<file path="src/rtl/cmd_arb_pkg.sv">
// Shared definitions for the command stream arbiter.
//   ARB_IDLE/ARB_BUSY : arbiter FSM encodings
//   GRANT_S0/GRANT_S1 : grant encodings (0 = host DMA, 1 = display-list prefetcher)
//   SKID_DEPTH        : entries in the output register slice
package cmd_arb_pkg;

  localparam logic ARB_IDLE = 1'b0;
  localparam logic ARB_BUSY = 1'b1;

  localparam logic GRANT_S0 = 1'b0;
  localparam logic GRANT_S1 = 1'b1;

  localparam int unsigned SKID_DEPTH = 2;

  typedef enum logic {
    StIdle = ARB_IDLE,
    StBusy = ARB_BUSY
  } arb_state_e;

endpackage

</file>
<file path="src/rtl/cmd_axis_skid.sv">
// Two-entry AXIS register slice carrying {tlast, tdata}.
//   clk_i, rst_ni          : clock, asynchronous active-low reset
//   s_valid_i/s_ready_o    : upstream handshake; s_ready_o is a flop driven only by occupancy
//   s_data_i               : upstream payload
//   m_valid_o/m_ready_i    : downstream handshake
//   m_data_o               : downstream payload, held stable while stalled
module cmd_axis_skid
  import cmd_arb_pkg::*;
#(
  parameter int unsigned WIDTH = 17
) (
  input  logic             clk_i,
  input  logic             rst_ni,
  input  logic             s_valid_i,
  output logic             s_ready_o,
  input  logic [WIDTH-1:0] s_data_i,
  output logic             m_valid_o,
  input  logic             m_ready_i,
  output logic [WIDTH-1:0] m_data_o
);

  localparam int unsigned CntW = $clog2(SKID_DEPTH + 1);

  logic [WIDTH-1:0] mem_q [SKID_DEPTH];
  logic [CntW-1:0]  count_q, count_d;
  // One-bit pointers: the slice is exactly two entries deep.
  logic             wr_ptr_q, rd_ptr_q;
  logic             s_ready_q, s_ready_d;
  logic             push, pop;

  assign push      = s_valid_i & s_ready_q;
  assign pop       = (count_q != '0) & m_ready_i;
  assign s_ready_o = s_ready_q;
  assign m_valid_o = (count_q != '0);
  assign m_data_o  = mem_q[rd_ptr_q];

  always_comb begin
    count_d   = count_q + CntW'(push) - CntW'(pop);
    // Ready for the next cycle is decided from the occupancy we are about to have.
    s_ready_d = (count_d < CntW'(SKID_DEPTH));
  end

  always_ff @(posedge clk_i or negedge rst_ni) begin
    if (!rst_ni) begin
      for (int unsigned i = 0; i < SKID_DEPTH; i++) begin
        mem_q[i] <= '0;
      end
      count_q   <= '0;
      wr_ptr_q  <= 1'b0;
      rd_ptr_q  <= 1'b0;
      s_ready_q <= 1'b0;
    end else begin
      if (push) begin
        mem_q[wr_ptr_q] <= s_data_i;
      end
      wr_ptr_q  <= wr_ptr_q ^ push;
      rd_ptr_q  <= rd_ptr_q ^ pop;
      count_q   <= count_d;
      s_ready_q <= s_ready_d;
    end
  end

endmodule

</file>
<file path="src/rtl/cmd_stream_arbiter.sv">
// Packet-level round-robin arbiter sharing the command parser's AXIS input between
// source 0 (host DMA) and source 1 (display-list prefetcher). Whole packets are granted
// (terminated by tlast); output is registered through cmd_axis_skid.
//   aclk, resetn           : clock, asynchronous active-low reset
//   s0_cmd_axis_*          : source 0 stream (tvalid, tready, tlast, tdata)
//   s1_cmd_axis_*          : source 1 stream
//   m_cmd_axis_*           : stream to the command parser
//   dbgArbState            : {grant, busy}
//   pktCnt0/pktCnt1        : completed packets per source (CMD_ARB_PKT_CNT_EN only)
// Build option: define CMD_ARB_PKT_CNT_EN to add the per-source packet counters.
module cmd_stream_arbiter
  import cmd_arb_pkg::*;
#(
  parameter int unsigned CMD_STREAM_WIDTH = 16
`ifdef CMD_ARB_PKT_CNT_EN
  ,
  parameter int unsigned CNT_WIDTH = 16
`endif
) (
  input  logic                        aclk,
  input  logic                        resetn,
  input  logic                        s0_cmd_axis_tvalid,
  output logic                        s0_cmd_axis_tready,
  input  logic                        s0_cmd_axis_tlast,
  input  logic [CMD_STREAM_WIDTH-1:0] s0_cmd_axis_tdata,
  input  logic                        s1_cmd_axis_tvalid,
  output logic                        s1_cmd_axis_tready,
  input  logic                        s1_cmd_axis_tlast,
  input  logic [CMD_STREAM_WIDTH-1:0] s1_cmd_axis_tdata,
  output logic                        m_cmd_axis_tvalid,
  input  logic                        m_cmd_axis_tready,
  output logic                        m_cmd_axis_tlast,
  output logic [CMD_STREAM_WIDTH-1:0] m_cmd_axis_tdata,
  output logic [1:0]                  dbgArbState
`ifdef CMD_ARB_PKT_CNT_EN
  ,
  output logic [CNT_WIDTH-1:0]        pktCnt0,
  output logic [CNT_WIDTH-1:0]        pktCnt1
`endif
);

  arb_state_e state_q;
  logic       grant_q;
  logic       rr_q;

  logic                        busy;
  logic                        sel_valid;
  logic                        sel_last;
  logic [CMD_STREAM_WIDTH-1:0] sel_data;
  logic                        skid_s_ready;
  logic                        last_acc;

  assign busy = (state_q == StBusy);

  always_comb begin
    sel_valid = 1'b0;
    sel_last  = 1'b0;
    sel_data  = '0;
    if (grant_q == GRANT_S1) begin
      sel_valid = busy & s1_cmd_axis_tvalid;
      sel_last  = s1_cmd_axis_tlast;
      sel_data  = s1_cmd_axis_tdata;
    end else begin
      sel_valid = busy & s0_cmd_axis_tvalid;
      sel_last  = s0_cmd_axis_tlast;
      sel_data  = s0_cmd_axis_tdata;
    end
  end

  // tready is built only from flops, so there is no path from m_cmd_axis_tready.
  assign s0_cmd_axis_tready = busy & (grant_q == GRANT_S0) & skid_s_ready;
  assign s1_cmd_axis_tready = busy & (grant_q == GRANT_S1) & skid_s_ready;
  assign last_acc           = sel_valid & skid_s_ready & sel_last;
  assign dbgArbState        = {grant_q, busy};

  always_ff @(posedge aclk or negedge resetn) begin
    if (!resetn) begin
      state_q <= StIdle;
      grant_q <= GRANT_S0;
      rr_q    <= GRANT_S0;
    end else begin
      unique case (state_q)
        StIdle: begin
          // No beat moves in this cycle; it only decides the next owner.
          if (s0_cmd_axis_tvalid || s1_cmd_axis_tvalid) begin
            if (s0_cmd_axis_tvalid && s1_cmd_axis_tvalid) begin
              grant_q <= rr_q;
            end else begin
              grant_q <= s1_cmd_axis_tvalid ? GRANT_S1 : GRANT_S0;
            end
            state_q <= StBusy;
          end
        end
        StBusy: begin
          // Grant is held through any tvalid gaps until the tlast beat is taken.
          if (last_acc) begin
            rr_q    <= ~grant_q;
            state_q <= StIdle;
          end
        end
      endcase
    end
  end

  cmd_axis_skid #(
    .WIDTH(CMD_STREAM_WIDTH + 1)
  ) u_skid (
    .clk_i    (aclk),
    .rst_ni   (resetn),
    .s_valid_i(sel_valid),
    .s_ready_o(skid_s_ready),
    .s_data_i ({sel_last, sel_data}),
    .m_valid_o(m_cmd_axis_tvalid),
    .m_ready_i(m_cmd_axis_tready),
    .m_data_o ({m_cmd_axis_tlast, m_cmd_axis_tdata})
  );

`ifdef CMD_ARB_PKT_CNT_EN
  logic [CNT_WIDTH-1:0] pkt_cnt0_q, pkt_cnt1_q;

  always_ff @(posedge aclk or negedge resetn) begin
    if (!resetn) begin
      pkt_cnt0_q <= '0;
      pkt_cnt1_q <= '0;
    end else if (last_acc) begin
      if (grant_q == GRANT_S1) begin
        pkt_cnt1_q <= pkt_cnt1_q + CNT_WIDTH'(1);
      end else begin
        pkt_cnt0_q <= pkt_cnt0_q + CNT_WIDTH'(1);
      end
    end
  end

  assign pktCnt0 = pkt_cnt0_q;
  assign pktCnt1 = pkt_cnt1_q;
`endif

endmodule

</file>
<file path="config.mk">
export PLATFORM = sky130hd
export DESIGN_NAME = cmd_stream_arbiter
export DESIGN_NICKNAME = d
export VERILOG_FILES = /design/src/rtl/cmd_arb_pkg.sv /design/src/rtl/cmd_axis_skid.sv /design/src/rtl/cmd_stream_arbiter.sv
export SDC_FILE = /design/constraint.sdc
export NUM_CORES = 1
export LEC_CHECK = 0
export CORE_ASPECT_RATIO = 1.5
export CORE_MARGIN = 5
export CORE_UTILIZATION = 46
export DETAILED_ROUTE_END_ITERATION = 7
export PLACE_DENSITY = 0.79
export REMOVE_ABC_BUFFERS = 1
export SYNTH_ARGS = -nofsm -noshare
export SYNTH_HDL_FRONTEND = slang
export SYNTH_SLANG_ARGS = --single-unit
export TNS_END_PERCENT = 20
</file>
<file path="constraint.sdc">
create_clock -name aclk -period 2.05 [get_ports aclk]
set_input_delay 0.41 -clock aclk [delete_from_list [all_inputs] [get_ports aclk]]
set_output_delay 0.41 -clock aclk [all_outputs]
set_load 0.02 [all_outputs]
</file>
# Word-level counts from Yosys, hierarchy flattened
# Cells that the tools add are included.
dict set report totals {
  reg_bits 42
  latchBits 0
  ram_bits 0
  mem_bits_ro 0
  input_bits 39
  output_inout_bits 22
  elab_cells 50
  n_memories 0
}
dict set report classes {
  addsub 2
  multipliers 0
  div_mod_pow 0
  order_cmp 4
  n_eq_ne 0
  n_shift 0
  n_mux 14
  n_bitwise 15
  n_reduce_logical 6
}
# cell count
set ops {}
lappend ops {{$mux 17} 4}
lappend ops {{$bwmux 34} 1}
lappend ops {{$demux 17 s1} 1}
lappend ops {{$mux 16} 1}
lappend ops {{$and 1x1->1} 9}
lappend ops {{$mux 1} 6}
lappend ops {{$ge 2x2->1 const B} 2}
lappend ops {{$not 1->2} 2}
lappend ops {{$reduce_and 2->1} 2}
lappend ops {{$add 2x1->2} 1}
lappend ops {{$logic_and 1x1->1} 2}
lappend ops {{$lt 2x1->1 const B} 1}
lappend ops {{$lt 2x2->1 const B} 1}
lappend ops {{$not 1->1} 2}
lappend ops {{$pmux 1 s2} 1}
lappend ops {{$reduce_bool 2->1} 1}
lappend ops {{$sub 2x1->2} 1}
lappend ops {{$xor 1x1->1} 2}
lappend ops {{$logic_or 1x1->1} 1}

# Depth between registers and ports, before layout
dict set report logic_depth {
  word_depth 6
  ltp_mapped 8
  mapped_depth_nobuf 8
}

# Cells and area by module
# From an unflattened synthesis, not the netlist that was laid out.
dict set report hier_totals {
  cells_unflattened 154
  hier_area_um2 2237.1
}
# module n_inst cells_each area_each_um2 seq_area_each_um2
set modules_own_cells {}
lappend modules_own_cells {cmd_axis_skid 1 111 1766.7 975.9}
lappend modules_own_cells {cmd_stream_arbiter 1 43 470.5 75.1}

# Worst setup path before layout
# OpenSTA, ideal clock, no wires.
dict set report synth_timing {
  path_kind {register to register}
  from {reg u_skid.count_q[0]}
  to {reg u_skid.count_q[1]}
  setup_time_ns 0.121
  arrival_time_ns 1.747
  required_time_ns 1.929
  setup_slack_ns 0.182
  stages_incl_launch_ff 9
  path_buffers 0
  period_less_slack_ns 1.868
  path_cell_list {dfrtp_1 -> or2_2 -> and2_1 -> ha_1 -> inv_1 -> ha_1 -> xnor2_1 -> xor2_1 -> inv_1}
}
dict set report synth_via {
  elab_chain_len 3
  elab_cells_between_ends 4
  classes_between {2 x add/sub; 1 x bitwise; 1 x reduce/logical}
}
# item line
set synth_rtl {}
lappend synth_rtl {{from (decl)} cmd_axis_skid.sv:25} ;# logic [CntW-1:0] count_q, count_d;
lappend synth_rtl {{from (signal assigned)} cmd_axis_skid.sv:58} ;# count_q <= count_d;
lappend synth_rtl {{$reduce_bool 2->1} -}
lappend synth_rtl {{via m_cmd_axis_tvalid} cmd_stream_arbiter.sv:30} ;# output logic m_cmd_axis_tvalid,
lappend synth_rtl {{$and 1x1->1} cmd_axis_skid.sv:32} ;# assign pop = (count_q != '0) & m_ready_i;
lappend synth_rtl {{$sub 2x1->2} cmd_axis_skid.sv:38} ;# count_d = count_q + CntW'(push) - CntW'(pop);
lappend synth_rtl {{via u_skid.count_d[1]} cmd_axis_skid.sv:25}
# The timed path passes the listed nets, and every way through them passes these cells.
# A chain may end at the register's enable or synchronous reset.

# Final worst setup path
dict set report layout_timing {
  from {reg state_q (netlist: busy)}
  to {out s0_cmd_axis_tready}
}
dict set report layout_via {
  elab_chain_len 2
}
# item line
set layout_rtl {}
lappend layout_rtl {{from (decl)} cmd_stream_arbiter.sv:42} ;# arb_state_e state_q;
lappend layout_rtl {{from (signal assigned)} cmd_stream_arbiter.sv:78} ;# state_q <= StIdle;
lappend layout_rtl {{from (signal assigned)} cmd_stream_arbiter.sv:91} ;# state_q <= StBusy;
lappend layout_rtl {{from (signal assigned)} cmd_stream_arbiter.sv:98} ;# state_q <= StIdle;
lappend layout_rtl {{$and 1x1->1 (2 in series)} cmd_stream_arbiter.sv:71} ;# assign s0_cmd_axis_tready = busy & (grant_q == GRANT_S0) & skid_s_ready;
lappend layout_rtl {{to (decl)} cmd_stream_arbiter.sv:23} ;# output logic s0_cmd_axis_tready,
# No other way between the ends.

==> impl_metrics.json <==
{
  "cpPeakStageDelay_ns": 0.62,
  "core_area_um2": 4250,
  "critPathLaunchType": "flip-flop",
  "cp.arrival_ns": 1.54,
  "numCtsBuffers": 5,
  "min_period_ns": 1.95,
  "power_density_nw_per_um2": 1650,
  "p_leak_uw": 0.00123,
  "synth_warnings": 0,
  "totalWireLength_um": 4490,
  "critPathCapture": "s0_cmd_axis_tready",
  "rsz0062_at_grt": "no",
  "fin_hold_ws_ns": 0.0116,
  "end_kind": "output pin",
  "antenna_found_initial": 0,
  "grt_max_degree": 23,
  "grt_pass1_vias": 1695,
  "cts_root_buf": "clkbuf_8",
  "critPathKind": "flip-flop to output pin",
  "fin_util": 0.655,
  "hpwlAfterDp_um": 3320,
  "grt_overflow": 0,
  "r2r_cells": 8,
  "cp_cell_sequence": "nand2_1 > nor2_1 > clkdlybuf4s50_1",
  "dpl_worst_slack_ns": 0.0164,
  "fin_worst_skew_ns": 0.00575,
  "seq_area_um2": 1050,
  "area.growth.synth_to_final_pct": 38.7,
  "cts_tree": "done",
  "die_h_um": 90.8,
  "hold_violations": 0,
  "hp-class": "input pin to async pin",
  "gp_congestion": 0.759,
  "synth_ff_type": "dfrtp_1",
  "grt_util_all_layers": 0.166,
  "max_cap_violations": 0,
  "htreeDepth": 2,
  "ir_drop_mv": 1.33,
  "vias_per_cell": 5.18,
  "crit_start": "busy",
  "dpl-instance-area_um2": 2670,
  "drive_gt1_frac": 0.167,
  "drt-pass1-iter-count": 4,
  "synth_edf_count": 0,
  "diodes": 0,
  "die_w_um": 63.9,
  "nFillCells": 351,
  "cts_hold_buf": 0,
  "cts_num_sinks": 42,
  "regToRegSetupSlack_ns": 0.14,
  "num_vias": 1545,
  "setup_viol": 0,
  "slowest_stage": "clkdlybuf4s50_1",
  "syn_inst": 187,
  "synth_area_um2": 2000,
  "pin_count": 61,
  "row_count": 29,
  "clock_insertion_delay_worst_skew_ns": 0.29,
  "grt_first_pass_wirelength_um": 7690,
  "io_buffers": 60,
  "max_clock_freq_ghz": 0.512,
  "dieArea_um2": 5800,
  "routedWlPerCell_um": 15.1,
  "path_clk_slew_ns": 0.08,
  "path_depth": 3,
  "cp_top_family": "buffers and inverters",
  "worst_pin_slew_ns": 0.349,
  "rr_endpoint": "u_skid.count_q[1]",
  "drt_iter0_drc": 55,
  "multi_input_area_um2": 831,
  "worst-path-buf-inv": 1,
  "start_util": 0.472,
  "seq_area_frac_synth": 0.525,
  "ant_nets": 0,
  "timing.setup.tns_ns": 0,
  "ys_async_sr_fraction": 1.00,
  "avgSynthCellArea_um2": 10.7,
  "cts_max_path_buffers": 2,
  "ys_seq_elements": 42,
  "rr_startpoint": "u_skid.count_q[0]",
  "final_cell_mix": "clkdlybuf4s50_1 (42), dfrtp_1 (41), nor2_1 (37)",
  "status": "complete, no violations",
  "fin_area_um2": 2780,
  "layout_commonest_cell": "clkdlybuf4s50_1",
  "crit_fanout": 5,
  "required_ns": 1.64,
  "final_nets": 294,
  "timing.final.ws_setup_ns": 0.0957,
  "slew_violations": 0,
  "drc": 0,
  "fin_crit_sh": 0.953,
  "synth.distinct_cells": 21,
  "relSlewSlack": 0.767
}
-- state kept, by name, indices dropped and copies added (netlist names) --
register,flops
u_skid.mem_q,34
busy,1
u_skid.s_ready_o,1
u_skid.count_q,2
grant_q,1
rr_q,1
u_skid.wr_ptr_q,1
u_skid.rd_ptr_q,1
-- cells in the mapped netlist (2+ instances only) --
master,number,area [um^2]
dfrtp_1,42,1050
nor2_1,37,139
a21oi_1,35,175
mux2i_1,18,180
mux2_2,17,191
buf_2,7,35.0
inv_1,7,26.3
buf_6,4,45.0
ha_1,4,50.1
buf_4,2,15.0
clkbuf_1,2,7.51
nand2_1,2,7.51
xor2_1,2,17.5
-- through the flow --
| stage | total power, uW | cells |
|---|---|---|
| 2_1_floorplan | 3000 | 172 |
| 3_3_place_gp | 4050 | 288 |
| 3_5_place_dp | 4130 | 288 |
| 4_1_cts | 4610 | 296 |
| 5_1_grt | 4950 | 298 |
| 6_report | 4590 | 298 |
-- kinds of logic after synthesis --
kind of cell | count (synthesis) | synth area share
adder cells (fa/ha/maj) | 4 | 0.0250
AND/OR/NAND/NOR | 44 | 0.0899
buffers and inverters | 22 | 0.0643
AO/OA/AOI/OAI | 36 | 0.0906
XOR/XNOR | 3 | 0.0131
multiplexers | 36 | 0.192
flip-flops | 42 | 0.525
-- worst min-delay path by stage --
stage                      start              end  slack, ns  depth (start not counted)
after floorplan           resetn             busy       0.11                          0
after global placement    resetn             rr_q       0.33                          1
after global routing      resetn  u_skid.mem_q[0]       0.03                          1
after CTS                 resetn  u_skid.mem_q[0]       0.01                          1
final                     resetn          grant_q       0.01                          1
after detailed placement  resetn             rr_q       0.34                          1
-- power by group --
group | switching, uW | internal (uW)
Clock | 274 | 363
Combinational | 1310 | 1170
Sequential | 225 | 1250
Total | 1810 | 2790
-- repair_timing --
item                                    4_1_cts  5_1_grt
pin swaps                                     0        1
resized for setup                            18        1
buffers inserted                              0        2
endpoints found under the setup margin       18        2
-- metal layers --
layer,share of wire,vias up,GRT usage
li1,-,751,-
met2,0.55,42,0.294
met5,0,-,0
met4,0.018,0,0.0659
met1,0.38,745,0.185
met3,0.050,7,0.0411
-- cell type report --
type,count,area share
Inverter,7,0.00946
Clock inverter,2,0.0135
Tap cell,46,0.0207
Clock buffer,6,0.0261
Sequential cell,42,0.379
Timing Repair Buffer,72,0.253
Multi-Input combinational cell,123,0.299
Note: power is estimated with default switching activity, not from simulation.
